[src/rtl/hyperbus_pkg.sv]
// Shared types and defaults for the HyperBus read path.
// Holds the controller state encoding and the run-time configuration bundle.
package hyperbus_pkg;

  localparam int LEN_W_DEF = 16;
  localparam int TO_W_DEF  = 16;

  typedef enum logic [2:0] {
    IDLE,
    WAIT_LAT,
    RECEIVE,
    DRAIN,
    DONE
  } state_t;

  typedef struct packed {
    logic [7:0]          latency;
    logic [TO_W_DEF-1:0] timeout;
    logic [3:0]          drain;
  } cfg_t;

endpackage

[src/rtl/hyperbus_read_ctrl.sv]
// HyperBus read-burst controller: waits out the initial latency, forwards CDC FIFO
// words to the consumer, guards against a stalled device with a timeout, then drains.
module hyperbus_read_ctrl
  import hyperbus_pkg::*;
#(
  parameter int LEN_W = LEN_W_DEF,
  parameter int TO_W  = TO_W_DEF
) (
  input  logic             clk0,
  input  logic             rst_i,
  input  logic [7:0]       cfg_latency_i,
  input  logic [TO_W-1:0]  cfg_timeout_i,
  input  logic [3:0]       cfg_drain_i,
  input  logic             req_valid_i,
  output logic             req_ready_o,
  input  logic [LEN_W-1:0] req_len_i,
  output logic             read_clk_en_o,
  output logic             en_ddr_in_o,
  input  logic             fifo_valid_i,
  input  logic [15:0]      fifo_data_i,
  output logic             fifo_ready_o,
  output logic             rx_valid_o,
  output logic [15:0]      rx_data_o,
  output logic             rx_last_o,
  input  logic             rx_ready_i,
  output logic             busy_o,
  output logic             done_o,
  output logic             err_o
);

  state_t           state, state_nxt;
  logic [LEN_W-1:0] rem_cnt;
  logic [7:0]       lat_cnt;
  logic [TO_W-1:0]  to_cnt;
  logic [3:0]       drain_cnt;
  logic             err_q;

  logic accept;
  logic hs;
  logic last_hs;
  logic timeout_hit;

  // rem_cnt holds words-minus-one, so the final word is seen at zero and a
  // full 2^LEN_W burst never needs the counter to wrap.
  assign accept      = req_valid_i && (state == IDLE);
  assign hs          = (state == RECEIVE) && fifo_valid_i && rx_ready_i;
  assign last_hs     = hs && (rem_cnt == '0);
  assign timeout_hit = (state == RECEIVE) && (cfg_timeout_i != '0) && (to_cnt == cfg_timeout_i);

  always_comb begin
    state_nxt = state;
    case (state)
      IDLE:     if (accept) state_nxt = WAIT_LAT;
      WAIT_LAT: if (lat_cnt == 8'd0) state_nxt = RECEIVE;
      RECEIVE:  if (last_hs || timeout_hit) state_nxt = DRAIN;
      DRAIN:    if (drain_cnt == 4'd0) state_nxt = DONE;
      DONE:     state_nxt = IDLE;
      default:  state_nxt = IDLE;
    endcase
  end

  always_ff @(posedge clk0) begin
    if (rst_i) begin
      state     <= IDLE;
      rem_cnt   <= '0;
      lat_cnt   <= '0;
      to_cnt    <= '0;
      drain_cnt <= '0;
      err_q     <= 1'b0;
    end else begin
      state <= state_nxt;
      case (state)
        IDLE: begin
          if (accept) begin
            rem_cnt <= req_len_i;
            lat_cnt <= cfg_latency_i;
            err_q   <= 1'b0;
          end
        end
        WAIT_LAT: begin
          if (lat_cnt != 8'd0) lat_cnt <= lat_cnt - 8'd1;
          else                 to_cnt  <= '0;
        end
        RECEIVE: begin
          if (hs) begin
            to_cnt <= '0;
            if (!last_hs) rem_cnt <= rem_cnt - LEN_W'(1);
          end else if (to_cnt != '1) begin
            to_cnt <= to_cnt + TO_W'(1);
          end
          // A final handshake outranks a simultaneous timeout.
          if (last_hs || timeout_hit) begin
            drain_cnt <= cfg_drain_i;
            err_q     <= !last_hs;
          end
        end
        DRAIN: begin
          if (drain_cnt != 4'd0) drain_cnt <= drain_cnt - 4'd1;
        end
        DONE: err_q <= 1'b0;
        default: ;
      endcase
    end
  end

  // The read clock is also gated by rst_i so a mid-burst reset stops RWDS at once.
  always_comb begin
    req_ready_o   = 1'b0;
    read_clk_en_o = 1'b0;
    en_ddr_in_o   = 1'b0;
    fifo_ready_o  = 1'b0;
    rx_valid_o    = 1'b0;
    done_o        = 1'b0;
    err_o         = 1'b0;
    case (state)
      IDLE:     req_ready_o = 1'b1;
      WAIT_LAT: en_ddr_in_o = 1'b1;
      RECEIVE: begin
        read_clk_en_o = !rst_i;
        en_ddr_in_o   = 1'b1;
        rx_valid_o    = fifo_valid_i;
        fifo_ready_o  = rx_ready_i;
      end
      DRAIN:    fifo_ready_o = 1'b1;
      DONE: begin
        done_o = 1'b1;
        err_o  = err_q;
      end
      default: ;
    endcase
    rx_last_o = rx_valid_o && (rem_cnt == '0);
  end

  assign rx_data_o = fifo_data_i;
  assign busy_o    = (state != IDLE);

endmodule
[config.mk]
export PLATFORM = sky130hd
export DESIGN_NAME = hyperbus_read_ctrl
export DESIGN_NICKNAME = d
export VERILOG_FILES = /design/src/rtl/hyperbus_pkg.sv /design/src/rtl/hyperbus_read_ctrl.sv
export SDC_FILE = /design/constraint.sdc
export NUM_CORES = 1
export LEC_CHECK = 0
export CORE_MARGIN = 2
export CORE_UTILIZATION = 49
export DETAILED_ROUTE_END_ITERATION = 8
export GPL_TIMING_DRIVEN = 0
export PLACE_DENSITY = 0.9
export SLEW_MARGIN = 20
export SYNTH_ARGS = -nofsm -noshare
export SYNTH_HDL_FRONTEND = slang
export SYNTH_SLANG_ARGS = --single-unit
[constraint.sdc]
create_clock -name clk0 -period 2.7 [get_ports clk0]
set_input_delay 0.27 -clock clk0 [delete_from_list [all_inputs] [get_ports clk0]]
set_output_delay 0.27 -clock clk0 [all_outputs]
set_load 0.05 [all_outputs]
==> results of run 1 <==
[layout make-up]
class | count | area, um^2
Clock buffer | 6 | 72.6
Fill cell | 551 | 2180
Inverter | 15 | 56.3
Timing Repair Buffer | 72 | 716
Clock inverter | 2 | 35.0
Buffer | 42 | 236
Sequential cell | 48 | 961
Tap cell | 77 | 96.3
Multi-Input combinational cell | 316 | 1960
[repair_timing]
item | in CTS | in global routing
hold buffers | 0 | 0
gates resized for setup | 8 | 11
endpoints found under the setup margin | 5 | 7
[sequential cells by signal, summed over array words and instances, names as in the netlist]
register	count
to_cnt	16
lat_cnt	8
rem_cnt	16
drain_cnt	4
state	3
err_q	1
[kinds of logic after synthesis]
logic type,Yosys count
compound gates,132
buf+inv,58
xor+xnor,16
fa+ha+maj,6
mux,2
simple gates,160
flops,48
[routing by layer]
layer / share of wire [%] / track usage, %
met2: 50 / 43.7
met3: 8.6 / 5.21
met1: 39 / 30.5
met4: 2.8 / 11.4
met5: 0 / 0
[critical path: cells and delay by family (launching register included)]
family	cells	cell delay, ns
buffers and inverters	2	0.50
and+or+nand+nor	3	1.03
adders and majority gates	1	0.16
DFF	1	0.33
[placed cells by master, fill, tap and decap left out, types with 9 or more instances in the layout]
| master | n |
|---|---|
| buf_4 | 18 |
| nor3_1 | 16 |
| a22oi_1 | 9 |
| clkbuf_1 | 16 |
| o21ai_0 | 20 |
| nor2_1 | 41 |
| clkdlybuf4s50_1 | 66 |
| a21oi_1 | 40 |
| nand2_1 | 37 |
| inv_1 | 15 |
| nand3_1 | 10 |
| dfxtp_1 | 48 |
| nor4_1 | 11 |
[worst max path at each step]
stage	from	to	slack, ns	depth (start not counted)
after floorplan	state[1]$_SDFFE_PP0P_	err_o	0.006	4
after global placement	rem_cnt[0]$_SDFFE_PP0P_	rx_last_o	0.004	6
after detailed placement	state[0]$_SDFFE_PP0P_	en_ddr_in_o	-0.04	7
after CTS	state[0]$_SDFFE_PP0P_	read_clk_en_o	0.009	7
after global routing	to_cnt[0]$_SDFFE_PP0P_	to_cnt[8]$_SDFFE_PP0P_	0.01	7
final	rem_cnt[0]$_SDFFE_PP0P_	rx_last_o	0.12	6
[where the power goes]
| group | internal, mW | switching, mW |
|---|---|---|
| combinational | 0.701 | 1.17 |
| sequential | 0.846 | 0.145 |
| clock | 0.275 | 0.248 |
==> reports/results.txt, run 1 <==
result of the run: finished clean
non-filler cells in the finished layout: 578
peak clock frequency supported by timing: 387 MHz
antenna violations before repair: 0
buffer depth of the longest clock path: 2
global route total overflow: 0
worst hold-check path type: in -> reg
worst hold path startpoint: rst_i
xor/xnor cell area share of the yosys netlist: 4.39%
required time reported for the critical path endpoint: 2.43 ns
TritonCTS Buffers: 5
Peak VDD IR: 0.444 mV
share of synthesized area occupied by flip-flops and latches: 30.1%
CTS tree: done
worst reg2reg startpoint: rem_cnt[0]$_SDFFE_PP0P_
ANT cells: 0
Remaining DRCs: 0
Yosys cell types: 55
arrival time reported for the critical path endpoint: 2.31 ns
DRT Pass-1 Iters: 5
worst slack after detailed placement: -0.0418 ns
setup TNS: 0 ns
routed vias/inst: 6.24
cell at the root of the clock tree: clkbuf_8
post-synthesis compound-gate area fraction: 27.7%
Primary FF master, synth: dfxtp_1
slowest cell delay on critical path: 0.60 ns
number of sinks driven by the clock tree: 48
Final Total Pwr: 3.38 mW
I/O pin count: 90
pin count of the biggest net entering global routing: 15
setup repair after global routing missed its margin: no
instance area after placement: 4010 um^2
Net count, final: 571
final cycle utilization of the critical path: 95.7%
vias in the first global route: 3,475
routed wirelength normalized by instance count: 16.1 um
dominant combinational cell family by area after synthesis: compound AO/OA/AOI/OAI gates
std cell rows: 29
clock-pin transition on the worst setup and hold timing paths: 0.09 ns
combined global-route utilization of all metal layers: 25.4%
post-detailed-routing wire length: 9310 um
static leakage: 1.65 nW
category of the worst setup path capture point: output port
worst-margin pin slew: 0.632 ns
source-to-sink clock delay at the later pin of the worst-skew pair: 0.31 ns
proportion of synthesized flip-flops having asynchronous set or reset: 0%
most instantiated cells after synthesis: dfxtp_1 (48), a21oi_1 (41), nor2_1 (41), nand2_1 (37), o21ai_0 (20)
Worst Hold Path EP: state[0]$_SDFFE_PP0P_
post-route ant nets: 0
PD cells: 819 nW/um^2
post-synthesis average cell area: 7.56 um^2
setup slack of the most critical reg-to-reg path: 0.26 ns
number of setup violations in the final report: 0
number of enable-type register cells in the synthesized netlist: 0
Setup WS post-layout: 0.115 ns
Worst path slowest cell: or4b_2
relative area change from synthesis to final layout: 29.5%
final-report max-slew violation count: 0
layout cell share with drive strength beyond 1: 10.2%
estimated wirelength of the detail-placed design: 6990 um
number of post-CTS setup repair buffers: 0
final worst clock skew: 0.00518 ns
final weighted congestion in routability-driven placement: 0.966
number of synthesized register bits: 48
Die ar.: 7170 um^2
fraction of synthesized cell area taken by the top area cell type: 30.1%
final count of hold timing violations: 0
maximum level of the CTS H-tree: 2
fin util: 65.4%
Post-Synthesis Net Count: 493
DIE WIDTH: 84.7 um
library cell with the largest summed area after synthesis: dfxtp_1
Starting Density: 50.5%
top post-synthesis cells by area: dfxtp_1 (30%), a21oi_1 (6.4%), nor2_1 (4.8%), nand2_1 (4.4%), buf_4 (4.2%)
crit path launch type: flip-flop
worst max-slew margin expressed relative to the limit: 57.9%
Synth warnings: 0
gate count after technology mapping: 422
cell area after layout: 4130 um^2
end of the worst register-to-register path: drain_cnt[2]$_SDFFE_PP0P_
buffers added on ports: 72
share of synthesized cell area in and, or, nand and nor gates: 25.6%
Via Count: 3,604
worst-path maximum fanout: 4
Worst Path Class, Setup: reg -> out
global-route wire length before repair: 15,100 um
vertical die dimension: 84.7 um
max-cap viol count: 0
mapped cell area: 3190 um^2
minimum clock period after layout: 2.58 ns
iteration-0 DRC count of the detailed router: 279
instance count along the most critical hold path: 2
total core area: 6310 um^2
Hold Slack: 0.450 ns
number of cell instances on the worst register-to-register path: 8
Post-Synth Adder-Cell Area: 2.35%
multiplexer share of the synthesized area: 0.667%
top-count cell post-synth: dfxtp_1
number of cells in the design after placement: 571
cells traversed along the worst timing path: inv_1 > ha_1 > or4b_2 > nor3_2 > and3_1 > clkdlybuf4s15_2
(Power assumes the default switching activity.)
==> run 2, diff against run 1 <==
- CAP_MARGIN: not set -> 0
- CORE_UTILIZATION: 49 -> 44
- MAX_ROUTING_LAYER: not set -> met4
- PLACE_DENSITY: 0.9 -> 0.85
- clock period: 2.7 -> 2.2 ns (I/O delays scaled with it)
==> reports/results.txt, run 2 (synthesis gave the netlist of run 1 again) <==
DIE WIDTH: 89.1 um (was 84.7 um)
end of the worst register-to-register path: rem_cnt[15]$_SDFFE_PP0P_ (was drain_cnt[2]$_SDFFE_PP0P_)
std cell rows: 31 (was 29)
number of setup violations in the final report: 0 (unchanged)
antenna violations before repair: 0 (unchanged)
category of the worst setup path capture point: output port (unchanged)
max-cap viol count: 0 (unchanged)
highest metal layer used by the detailed router: met4 (unchanged)
most common cell after layout, fill and taps aside: clkdlybuf4s50_1 (unchanged)
worst max-slew margin expressed relative to the limit: 60.9% (was 57.9%)
Remaining DRCs: 0 (unchanged)
met3 WL post-DR: 627 um (was 801 um)
Starting Density: 44.7% (was 50.5%)
number of sinks driven by the clock tree: 48 (unchanged)
combined global-route utilization of all metal layers: 22.7% (was 25.4%)
TritonCTS Buffers: 5 (unchanged)
Top Registers: rem_cnt (16), to_cnt (16), lat_cnt (8) (unchanged)
Die ar.: 7950 um^2 (was 7170 um^2)
number of cell instances on the worst register-to-register path: 9 (was 8)
global-route wire length before repair: 14,100 um (was 15,100 um)
switching component of the power: 1.95 mW (was 1.56 mW)
instance count along the most critical hold path: 2 (unchanged)
final-report max-slew violation count: 0 (unchanged)
Worst Hold Path EP: state[0]$_SDFFE_PP0P_ (unchanged)
layout cell share with drive strength beyond 1: 15.6% (was 10.2%)
global route total overflow: 0 (unchanged)
pin count of the biggest net entering global routing: 15 (unchanged)
final weighted congestion in routability-driven placement: 0.984 (was 0.966)
required time reported for the critical path endpoint: 1.98 ns (was 2.43 ns)
final worst clock skew: 0.0118 ns (was 0.00518 ns)
Flop pwr share: 29.5% (was 29.3%)
Worst Path Class, Setup: reg -> out (unchanged)
Final Total Pwr: 4.18 mW (was 3.38 mW)
quantity of hold-fixing buffers added after cts: 0 (unchanged)
worst hold path startpoint: rst_i (unchanged)
number of cells in the design after placement: 593 (was 571)
setup TNS: 0 ns (unchanged)
Internal Pwr Total: 2.23 mW (was 1.82 mW)
post-route ant nets: 0 (unchanged)
estimated wirelength of the detail-placed design: 6710 um (was 6990 um)
DRT Pass-1 Iters: 5 (unchanged)
buffers added on ports: 72 (unchanged)
setup slack of the most critical reg-to-reg path: 0.10 ns (was 0.26 ns)
worst-path maximum fanout: 10 (was 4)
peak clock frequency supported by timing: 464 MHz
crit path launch type: flip-flop (unchanged)
total core area: 7140 um^2 (was 6310 um^2)
Via Count: 3,495 (was 3,604)
worst-margin pin slew: 0.587 ns (was 0.632 ns)
top library cells by usage in the layout, fill and taps aside: clkdlybuf4s50_1 (63), dfxtp_1 (45), nor2_1 (40), a21oi_1 (38), nand2_1 (35) (was clkdlybuf4s50_1 (66), dfxtp_1 (48), nor2_1 (41), a21oi_1 (40), nand2_1 (37))
detailed-routing wirelength on met1: 3730 um (was 3630 um)
result of the run: finished clean (unchanged)
routed wirelength normalized by instance count: 15.2 um (was 16.1 um)
PD cells: 979 nW/um^2 (was 819 nW/um^2)
static leakage: 1.68 nW (was 1.65 nW)
clock share of power: 12.4% (was 15.5%)
final count of hold timing violations: 0 (unchanged)
routed vias/inst: 5.79 (was 6.24)
Setup WS post-layout: 0.0449 ns (was 0.115 ns)
buffer depth of the longest clock path: 2 (unchanged)
arrival time reported for the critical path endpoint: 1.94 ns (was 2.31 ns)
relative area change from synthesis to final layout: 33.8% (was 29.5%)
Net count, final: 576 (was 571)
final cycle utilization of the critical path: 98.0%
post-detailed-routing wire length: 9190 um (was 9310 um)
vias in the first global route: 3,217 (was 3,475)
maximum level of the CTS H-tree: 2 (unchanged)
worst slack after detailed placement: -0.486 ns (was -0.0418 ns)
worst reg2reg startpoint: rem_cnt[0]$_SDFFE_PP0P_ (unchanged)
sum of met2 wire segment lengths after detailed routing: 4690 um (was 4610 um)
Peak VDD IR: 0.339 mV (was 0.444 mV)
worst hold-check path type: in -> reg (unchanged)
clock-pin transition on the worst setup and hold timing paths: 0.09 ns (about the same)
CTS tree: done (unchanged)
share of total power consumed by net switching: 46.7% (was 46.2%)
part of the power in combinational logic: 58.1% (was 55.3%)
minimum clock period after layout: 2.16 ns
cell at the root of the clock tree: clkbuf_8 (unchanged)
I/O pin count: 90 (unchanged)
source-to-sink clock delay at the later pin of the worst-skew pair: 0.31 ns (about the same)
ANT cells: 0 (unchanged)
vertical die dimension: 89.1 um (was 84.7 um)
non-filler cells in the finished layout: 604 (was 578)
iteration-0 DRC count of the detailed router: 317 (was 279)
==> run 2: how the worst max path moves through the flow <==
stage	endpoint	cells past startpoint	startpoint	slack, ns
2_1_floorplan	err_o	4	state[1]$_SDFFE_PP0P_	0.03
5_1_grt	en_ddr_in_o	7	state[0]$_SDFFE_PP0P_	-0.007
6_report	req_ready_o	4	state[1]$_SDFFE_PP0P_	0.04
3_5_place_dp	en_ddr_in_o	7	state[0]$_SDFFE_PP0P_	-0.49
3_3_place_gp	read_clk_en_o	7	state[0]$_SDFFE_PP0P_	-0.50
4_1_cts	to_cnt[15]$_SDFFE_PP0P_	7	to_cnt[0]$_SDFFE_PP0P_	0.008
==> run 2: power groups by stage <==
stage               combinational, mW  clock [mW]  sequential, mW
detailed placement               2.21           0            1.22
global route                     2.65       0.557            1.26
global placement                 2.17           0            1.22
finish                           2.43       0.519            1.23
floorplan                        1.66           0            1.18
CTS                              2.27       0.527            1.21
==> run 2: critical path, stage by stage (launching register included) <==
cell and delay [ns]:
dfxtp_1 0.38, clkbuf_2 0.21, or3_1 0.41, inv_1 0.13
clkdlybuf4s15_1 0.51
==> run 2: layout make-up <==
cell class                 count  area (um^2)
inverter                      15         56.3
tap                           99          124
clock inverter                 2         12.5
clock buffer                   5         68.8
multi-input combinational    316         2040
fill                         651         2870
sequential                    48          965
timing repair buffer          78          744
buffer                        41          260
==> run 2: per-stage QoR <==
step           hold slack, ns  utilization (%)  instance area [um^2]
3_3_place_gp            0.458             56.6                  4040
4_1_cts                 0.393             58.6                  4190
5_1_grt                 0.442             59.8                  4270
6_report                0.379             59.8                  4270
3_5_place_dp            0.484             56.6                  4040
2_1_floorplan           0.372                -                  3190
==> run 2: repair_timing <==
| item | in CTS | in global routing |
|---|---|---|
| setup buffers | 0 | 6 |
| endpoints found under the setup margin | 54 | 46 |
| pin swaps | 2 | 7 |
| resized for setup | 46 | 35 |
==> run 2: metal layers <==
metal,vias to the layer above,global-route usage (%)
met5,-,-
met4,0,6.11
met3,20,3.69
met2,159,41.3
met1,1605,25.5
li1,1711,-
